===== src/rtl/lc3b_types.sv =====
// Shared LC-3b datapath types: word/burst widths plus the memory arbiter's state and streak types.
// Latency: n/a (type definitions only).
// Backpressure: n/a.
package lc3b_types;

    typedef logic [15:0]  lc3b_word;
    typedef logic [127:0] lc3b_burst;

    // Width of the arbiter's consecutive-data-grant counter; bounds MAX_DATA_STREAK to 15.
    localparam int unsigned ARB_STREAK_W = 4;
    typedef logic [ARB_STREAK_W-1:0] lc3b_arb_streak_t;

    typedef enum logic [1:0] {
        IDLE,
        IFETCH,
        DATA_RD,
        DATA_WR
    } lc3b_arb_state_t;

endpackage


===== src/rtl/pipeline_mem_arbiter.sv =====
// Shares one physical memory port between instruction fetch and MEM-stage data, one transaction at a time.
// Latency: request seen in IDLE at edge N drives mem_* from N+1; resp strobes coincide with mem_resp.
// Backpressure: requesters hold a level request until their resp; data wins unless a fetch has waited MAX_DATA_STREAK grants.
module pipeline_mem_arbiter
    import lc3b_types::*;
#(
    parameter int unsigned MAX_DATA_STREAK = 4
) (
    input  logic      clk,
    input  logic      reset_n,

    input  logic      i_read,
    input  lc3b_word  i_address,
    output logic      i_resp,
    output lc3b_burst i_rdata,

    input  logic      d_read,
    input  logic      d_write,
    input  lc3b_word  d_address,
    input  lc3b_burst d_wdata,
    output logic      d_resp,
    output lc3b_burst d_rdata,

    output logic      mem_read,
    output logic      mem_write,
    output lc3b_word  mem_address,
    output lc3b_burst mem_wdata,
    input  logic      mem_resp,
    input  lc3b_burst mem_rdata
);

    localparam lc3b_arb_streak_t STREAK_MAX = lc3b_arb_streak_t'(MAX_DATA_STREAK);

    lc3b_arb_state_t  state;
    lc3b_arb_state_t  state_next;
    lc3b_arb_streak_t streak;
    lc3b_arb_streak_t streak_next;
    logic             data_req;
    logic             fetch_starved;

    // Grant decision in IDLE (shared by FSM and streak counter); busy states wait for mem_resp.
    always_comb begin
        state_next    = state;
        streak_next   = streak;
        data_req      = d_read | d_write;
        fetch_starved = i_read && (streak == STREAK_MAX);
        case (state)
            IDLE: begin
                if (data_req && !fetch_starved) begin
                    state_next = d_write ? DATA_WR : DATA_RD;
                    if (!i_read) begin
                        streak_next = '0;
                    end else if (streak != STREAK_MAX) begin
                        streak_next = streak + 1'b1;
                    end
                end else if (i_read) begin
                    state_next  = IFETCH;
                    streak_next = '0;
                end
            end
            default: begin
                if (mem_resp) begin
                    state_next = IDLE;
                end
            end
        endcase
    end

    // State, streak and registered downstream command; captured only on the grant edge.
    always_ff @(posedge clk or negedge reset_n) begin
        if (!reset_n) begin
            state       <= IDLE;
            streak      <= '0;
            mem_read    <= 1'b0;
            mem_write   <= 1'b0;
            mem_address <= '0;
            mem_wdata   <= '0;
        end else begin
            state  <= state_next;
            streak <= streak_next;
            if (state == IDLE) begin
                case (state_next)
                    IFETCH: begin
                        mem_address <= i_address;
                        mem_read    <= 1'b1;
                        mem_write   <= 1'b0;
                    end
                    DATA_RD: begin
                        mem_address <= d_address;
                        mem_read    <= 1'b1;
                        mem_write   <= 1'b0;
                    end
                    DATA_WR: begin
                        mem_address <= d_address;
                        mem_wdata   <= d_wdata;
                        mem_read    <= 1'b0;
                        mem_write   <= 1'b1;
                    end
                    default: begin
                        mem_read  <= 1'b0;
                        mem_write <= 1'b0;
                    end
                endcase
            end else if (mem_resp) begin
                mem_read  <= 1'b0;
                mem_write <= 1'b0;
            end
        end
    end

    // Response strobes follow mem_resp in the owning state; read data is a plain pass-through.
    always_comb begin
        i_resp  = mem_resp && (state == IFETCH);
        d_resp  = mem_resp && ((state == DATA_RD) || (state == DATA_WR));
        i_rdata = mem_rdata;
        d_rdata = mem_rdata;
    end

endmodule


===== config.mk =====
export PLATFORM = sky130hd
export DESIGN_NAME = pipeline_mem_arbiter
export DESIGN_NICKNAME = d
export VERILOG_FILES = /design/src/rtl/lc3b_types.sv /design/src/rtl/pipeline_mem_arbiter.sv
export SDC_FILE = /design/constraint.sdc
export NUM_CORES = 1
export LEC_CHECK = 0
export CORE_AREA = 10 10 263 265
export CTS_CLUSTER_SIZE = 28
export DETAILED_ROUTE_END_ITERATION = 8
export DIE_AREA = 0 0 273 275
export PLACE_DENSITY = 0.37
export RECOVER_POWER = 25
export SYNTH_ARGS = -nofsm -noshare
export SYNTH_HDL_FRONTEND = slang
export SYNTH_SLANG_ARGS = --single-unit

===== constraint.sdc =====
create_clock -name clk -period 4.4 [get_ports clk]
set_input_delay 0.44 -clock clk [delete_from_list [all_inputs] [get_ports clk]]
set_output_delay 0.44 -clock clk [all_outputs]
set_load 0.01 [all_outputs]

==> results.yml, run 1 <==
run_status:
  status: "finished clean"
drt:
  via_count: 4619
  drc: 0
  dr.pass1.iters: 4
  vias_per_cell: 2.92
  drtIter0Drc: 176
  drt-total-wl_um: 25800
  wl_per_cell_um: 16.3
  ant_nets: 0
setup_path:
  worstSetupStartpoint: "streak[0]$_DFFE_PN0P_"
  r2r_cells: 9
  critPathArrivalTime_ns: 3.05
  timing.rr.start: "streak[0]$_DFFE_PN0P_"
  critPathKind: "flip-flop to flip-flop"
  required_ns: 4.75
  crit_fanout: 18
  r2r_end: "mem_wdata[107]$_DFFE_PN0P_"
  rrSetupSlack_ns: 1.70
  crit_path_end_kind: "flip-flop"
  critPathLaunchType: "flip-flop"
  critPathCapture: "mem_wdata[107]$_DFFE_PN0P_"
synthesis:
  async_reset_ff_share_pct: 100
  seq_area_frac_synth_pct: 45.5
  synth_fp_nets: 948
  synth_edf_count: 0
  ys_ff_latch: 152
  netlist_area_um2: 8360
  synth_cell_types: 30
  syn_inst: 649
  yosysWarningCount: 0
  avgSynthCellArea_um2: 12.9
  synth_ff_type: "dfrtp_1"
clock_network:
  h-tree-depth: 4
  cts_setup_buffers: 0
  cts.root.buffer_cell: "clkbuf_16"
  cts_buffer_depth: 2
  cts.clk_slew.worst_paths_ns: 0.07
  cts_tree: "built"
  cts_sinks: 152
  cts_buffers: 17
  clk_latency_ns: 0.47
sta:
  setup_viol: 0
  post-route-period-util_pct: 61.3
  setup_tns_ns: 0
  rsz0062_at_grt: "false"
  max_freq_mhz: 371
  min_period_ns: 2.70
  slew-limit-headroom_pct: 48.6
  worstMarginPinSlew_ns: 0.772
  slew_viol_final: 0
  hold_viol: 0
  finalClockSkew_ns: 0.0149
final_layout:
  syn_to_final_growth_pct: 33.7
  layout_commonest_cell: "clkdlybuf4s50_1"
  layout-drive-gt1-share_pct: 24.0
  final_cells: 1584
  fillCellCount: 6967
  mostFrequentLayoutCells: "312 x clkdlybuf4s50_1, 152 x dfrtp_1, 109 x mux2_4, 19 x mux2_2, 18 x nor2_1"
  diodes: 0
  nNetsFinal: 1015
power:
  ir_drop_mv: 0.273
  cellLeakagePower_nw: 4.50
  power_density_nw_per_um2: 704
flow_run:
  drv_cap: 0
grt:
  grt_overflow: 0
  antenna_found_initial: 1
  grtUsageTotal_pct: 6.78
  busiest_layer: "met2"
  use_met1_pct: 7.44
  first_global_vias: 5130
  grt_max_degree: 76
  grt_pass1_wl_um: 36800
  met2_usage_pct: 9.16
  use_met3_pct: 5.10
placement:
  numPortBuffers: 313
  dp_hpwl_um: 19300
  dp_cells: 1551
  place_congestion: 0.703
floorplan:
  boundaryPins: 698
  num_rows: 93
  start_util_pct: 13.1
  die_area_um2: 75100
  die_w_um: 273
  die_y_um: 275
  fp.coreArea_um2: 63900
min_path:
  hold_path.class: "flip-flop to flip-flop"
==> cell usage after synthesis (2+ instances only) <==
master | count | share of area, %
o21ai_0 | 3 | 0.18
nand4_1 | 3 | 0.22
buf_6 | 13 | 1.8
o22ai_1 | 2 | 0.15
clkbuf_1 | 2 | 0.090
dfrtp_1 | 152 | 46
inv_1 | 7 | 0.31
buf_2 | 3 | 0.18
mux2_2 | 19 | 2.6
ha_1 | 5 | 0.75
a21oi_1 | 16 | 0.96
or2_2 | 2 | 0.15
o221ai_1 | 2 | 0.21
buf_4 | 256 | 23
o21a_1 | 2 | 0.18
mux2i_1 | 17 | 2.0
nor2_1 | 18 | 0.81
nor3b_1 | 2 | 0.18
nor3_1 | 2 | 0.12
nand2_1 | 4 | 0.18
nand2b_1 | 2 | 0.15
mux2_4 | 109 | 20
==> final cells by class <==
type	instances	area, um^2	area share [%]
Clock buffer	17	425	3.81
Clock inverter	15	179	1.60
Inverter	7	26.3	0.235
Multi-Input combinational cell	216	2440	21.9
Sequential cell	152	3800	34.0
Tap cell	855	1070	9.57
Timing Repair Buffer	322	3230	28.9
==> metal layers <==
| metal | vias to the layer above | part of all wire [%] |
|---|---|---|
| met2 | 322 | 43 |
| met4 | 2 | 3.0 |
| li1 | 2039 | - |
| met5 | - | 0.027 |
| met1 | 2182 | 39 |
| met3 | 74 | 15 |
==> kinds of logic after synthesis <==
kind of cell / count (synthesis) / synth area share [%]
multiplexers: 145 / 24.2
buffers and inverters: 281 / 25.3
flip-flops: 152 / 45.5
AO/OA/AOI/OAI: 26 / 1.78
AND/OR/NAND/NOR: 40 / 2.47
adder cells (fa/ha/maj): 5 / 0.748
==> what timing repair did <==
item | 4_1_cts | 5_1_grt
gates resized for setup | 0 | 0
hold buffers | 1 | 0
endpoints found under the hold margin | 31 | 0
==> sequential cells by signal (all words and copies together), names as in the netlist <==
signal and count:
mem_wdata 128, mem_address 16, streak 4, state 2
mem_read 1, mem_write 1
==> worst max-delay path: stages, from the launching register on <==
cell and delay, ns:
dfrtp_1 0.37, inv_1 0.07, ha_1 0.21, and4b_1 0.23
nor3_1 0.19, o21a_1 0.18, ha_1 0.19, and2_4 0.32
buf_4 0.39, mux2_2 0.38
==> where the power goes <==
| group | leakage (nW) | internal, mW | switching (mW) |
|---|---|---|---|
| combinational | 2.38 | 2.38 | 1.38 |
| clock | 0.302 | 0.860 | 0.733 |
| sequential | 1.82 | 2.11 | 0.413 |
| total | 4.50 | 5.34 | 2.52 |
==> worst min path at each step <==
stage                                     from                    endpoint  slack [ns]  cells past startpoint
floorplan                              reset_n  mem_address[0]$_DFFE_PN0P_        0.14                      0
global placement    mem_wdata[115]$_DFFE_PN0P_  mem_wdata[115]$_DFFE_PN0P_        0.49                      1
detailed placement   mem_wdata[87]$_DFFE_PN0P_   mem_wdata[87]$_DFFE_PN0P_        0.49                      1
CTS                                d_wdata[41]   mem_wdata[41]$_DFFE_PN0P_        0.50                      2
global route         mem_wdata[35]$_DFFE_PN0P_   mem_wdata[35]$_DFFE_PN0P_        0.52                      1
finish              mem_wdata[107]$_DFFE_PN0P_  mem_wdata[107]$_DFFE_PN0P_        0.51                      1
==> stage by stage <==
stage | power [mW] | cell area [um^2] | hold slack [ns] | setup WS [ns] | utilization (%)
finish | 7.87 | 11200 | 0.506 | 1.70 | 17.5
global route | 8.42 | 11200 | 0.517 | 1.46 | 17.5
CTS | 8.13 | 11200 | 0.499 | 1.65 | 17.5
detailed placement | 6.40 | 10600 | 0.492 | 1.32 | 16.5
global placement | 6.40 | 10600 | 0.489 | 1.35 | 16.5
floorplan | 4.64 | 8360 | 0.144 | 2.02 | -
Note: power is estimated with default switching activity, not from simulation.
==> run 2: changes to the inputs <==
--- a/config.mk
+++ b/config.mk
@@ -5,11 +5,11 @@
 export SDC_FILE = /design/constraint.sdc
 export NUM_CORES = 1
 export LEC_CHECK = 0
-export CORE_AREA = 10 10 263 265
+export CORE_AREA = 10 10 264 266
 export CTS_CLUSTER_SIZE = 28
 export DETAILED_ROUTE_END_ITERATION = 8
-export DIE_AREA = 0 0 273 275
-export PLACE_DENSITY = 0.37
+export DIE_AREA = 0 0 274 276
+export PLACE_DENSITY = 0.38
 export RECOVER_POWER = 25
 export SYNTH_ARGS = -nofsm -noshare
 export SYNTH_HDL_FRONTEND = slang
==> constraint.sdc (replaced) <==
create_clock -name clk -period 2.2 [get_ports clk]
set_input_delay 0.22 -clock clk [delete_from_list [all_inputs] [get_ports clk]]
set_output_delay 0.22 -clock clk [all_outputs]
set_load 0.01 [all_outputs]
==> run 2 against run 1 <==
The flow now finishes with violations (negative setup slack). Clock skew up 0.0062 ns. Flip-flop and latch count unchanged. Sequential power up 99%. Wire length up 10%. Cell count up 2.8%. Core utilization up 1.1 points. Hold slack worse by 0.22 ns. Critical path depth up 2. Setup slack worse by 1.9 ns. Sequential share of layout area down 2.1 points.
==> results.yml, run 2 (synthesis results as in run 1) <==
final_layout:
  fillCellCount: 6973
  syn_to_final_growth_pct: 42.3
  mostFrequentLayoutCells: "311 x clkdlybuf4s50_1, 152 x dfrtp_1, 113 x mux2_4, 26 x buf_4, 19 x clkbuf_16"
  layout-drive-gt1-share_pct: 30.4
  final_util_pct: 18.6
  layout_commonest_cell: "clkdlybuf4s50_1"
  largest_register_ffs: 128
  nNetsFinal: 1059
  diodes: 0
  final_cells: 1628
  design_area_um2: 11900
  reg.largest.list: "mem_wdata (128), mem_address (16), streak (4)"
  largest_register: "mem_wdata"
floorplan:
  boundaryPins: 698
  start_util_pct: 13.0
  fp.coreArea_um2: 64100
  num_rows: 93
  die_w_um: 274
  die_y_um: 276
  die_area_um2: 75600
grt:
  antenna_found_initial: 0
  grt_overflow: 0
  grt_pass1_wl_um: 39400
  grt_max_degree: 47
  grtUsageTotal_pct: 7.19
  first_global_vias: 5591
drt:
  via_count: 4893
  drc: 0
  wl_per_cell_um: 17.5
  drt-total-wl_um: 28500
  vias_per_cell: 3.01
  drtIter0Drc: 153
  ant_nets: 0
  dr.pass1.iters: 4
placement:
  place_congestion: 0.691
  numPortBuffers: 313
  placed_cell_area_um2: 10800
  dp_cells: 1577
  dp_hpwl_um: 20200
min_path:
  hold_path.class: "primary input to async pin"
setup_path:
  worstSetupStartpoint: "streak[1]$_DFFE_PN0P_"
  rrSetupSlack_ns: -0.17
  crit_fanout: 13
  r2r_end: "mem_wdata[72]$_DFFE_PN0P_"
  crit_path_end_kind: "flip-flop"
  required_ns: 2.56
  r2r_cells: 11
  critPathKind: "flip-flop to flip-flop"
  critPathArrivalTime_ns: 2.73
  critPathLaunchType: "flip-flop"
  critPathCapture: "mem_wdata[72]$_DFFE_PN0P_"
  timing.rr.start: "streak[1]$_DFFE_PN0P_"
sta:
  min_period_ns: 2.37
  layout_setup_ws_ns: -0.168
  post-route-period-util_pct: 108
  rsz0062_at_grt: "true"
  worstMarginPinSlew_ns: 0.513
  max_freq_mhz: 422
  setup_viol: 145
  slew-limit-headroom_pct: 65.8
  slew_viol_final: 0
  hold_viol: 0
  finalClockSkew_ns: 0.0211
clock_network:
  h-tree-depth: 4
  cts_buffer_depth: 2
  cts_buffers: 17
  cts_sinks: 152
  cts.clk_slew.worst_paths_ns: 0.07
  clk_latency_ns: 0.48
  cts.root.buffer_cell: "clkbuf_16"
  cts_tree: "built"
power:
  cellLeakagePower_nw: 4.81
  ir_drop_mv: 0.494
  power_density_nw_per_um2: 1420
run_status:
  status: "finished, violations left"
  violations: "negative setup slack"
flow_run:
  drv_cap: 0
-- run 2: power breakdown --
| part | internal [mW] | total [mW] | switching (mW) | leakage, nW |
|---|---|---|---|---|
| clock | 1.63 | 3.10 | 1.48 | 0.280 |
| sequential | 4.21 | 5.01 | 0.799 | 1.82 |
| combinational | 5.58 | 8.81 | 3.24 | 2.72 |
| total | 11.4 | 16.9 | 5.51 | 4.81 |
-- run 2: worst min path at each step --
stage                                 endpoint  slack [ns]  depth (start not counted)
detailed placement   mem_wdata[86]$_DFFE_PN0P_        0.22                          1
global route         mem_wdata[54]$_DFFE_PN0P_        0.29                          2
finish               mem_wdata[54]$_DFFE_PN0P_        0.28                          2
CTS                   mem_wdata[0]$_DFFE_PN0P_        0.24                          2
floorplan           mem_address[0]$_DFFE_PN0P_       -0.08                          0
global placement     mem_wdata[54]$_DFFE_PN0P_        0.22                          1
-- run 2: timing repair --
| action | 4_1_cts | 5_1_grt |
|---|---|---|
| pin swaps | 13 | 11 |
| hold buffers | 1 | 0 |
| buffers inserted | 8 | 9 |
| endpoints found under the setup margin | 145 | 146 |
| resized for setup | 39 | 20 |
| hold endpoints to repair | 39 | 0 |
| gates cloned | 5 | 3 |
-- run 2: area by class of cell --
| class | instances | area (um^2) | area share, % |
|---|---|---|---|
| clock buffer | 19 | 443 | 3.72 |
| clock inverter | 13 | 134 | 1.13 |
| inverter | 7 | 26.3 | 0.221 |
| multi-input combinational | 216 | 2570 | 21.6 |
| sequential | 152 | 3800 | 32.0 |
| tap | 855 | 1070 | 8.99 |
| timing repair buffer | 366 | 3850 | 32.3 |
-- run 2: stage by stage --
| stage | total power [mW] | hold WS [ns] | worst slack (ns) | TNS [ns] |
|---|---|---|---|---|
| 3_3_place_gp | 13.1 | 0.225 | -0.420 | -52.69 |
| 2_1_floorplan | 9.37 | -0.0756 | -0.00995 | -0.995 |
| 3_5_place_dp | 13.1 | 0.218 | -0.448 | -52.99 |
| 4_1_cts | 17.1 | 0.237 | -0.181 | -17.67 |
| 5_1_grt | 18.0 | 0.291 | -0.278 | -32.25 |
| 6_report | 16.9 | 0.283 | -0.168 | -16.90 |
-- run 2: metal layers --
metal	vias to the layer above	GRT usage, %	share of wire (%)
li1	2129	-	-
met5	-	0.0657	0
met3	80	4.67	13
met2	371	11.0	46
met1	2313	7.38	38
met4	0	3.99	3.5
-- run 2: critical path, stage by stage (launching register included) --
cell and delay, ns:
dfrtp_1 0.37, inv_2 0.06, ha_4 0.16, and4b_1 0.20, nor3b_2 0.24, o22ai_2 0.11, ha_2 0.20, and2_4 0.14
buf_12 0.14, buf_12 0.16, buf_12 0.16, mux2_4 0.30
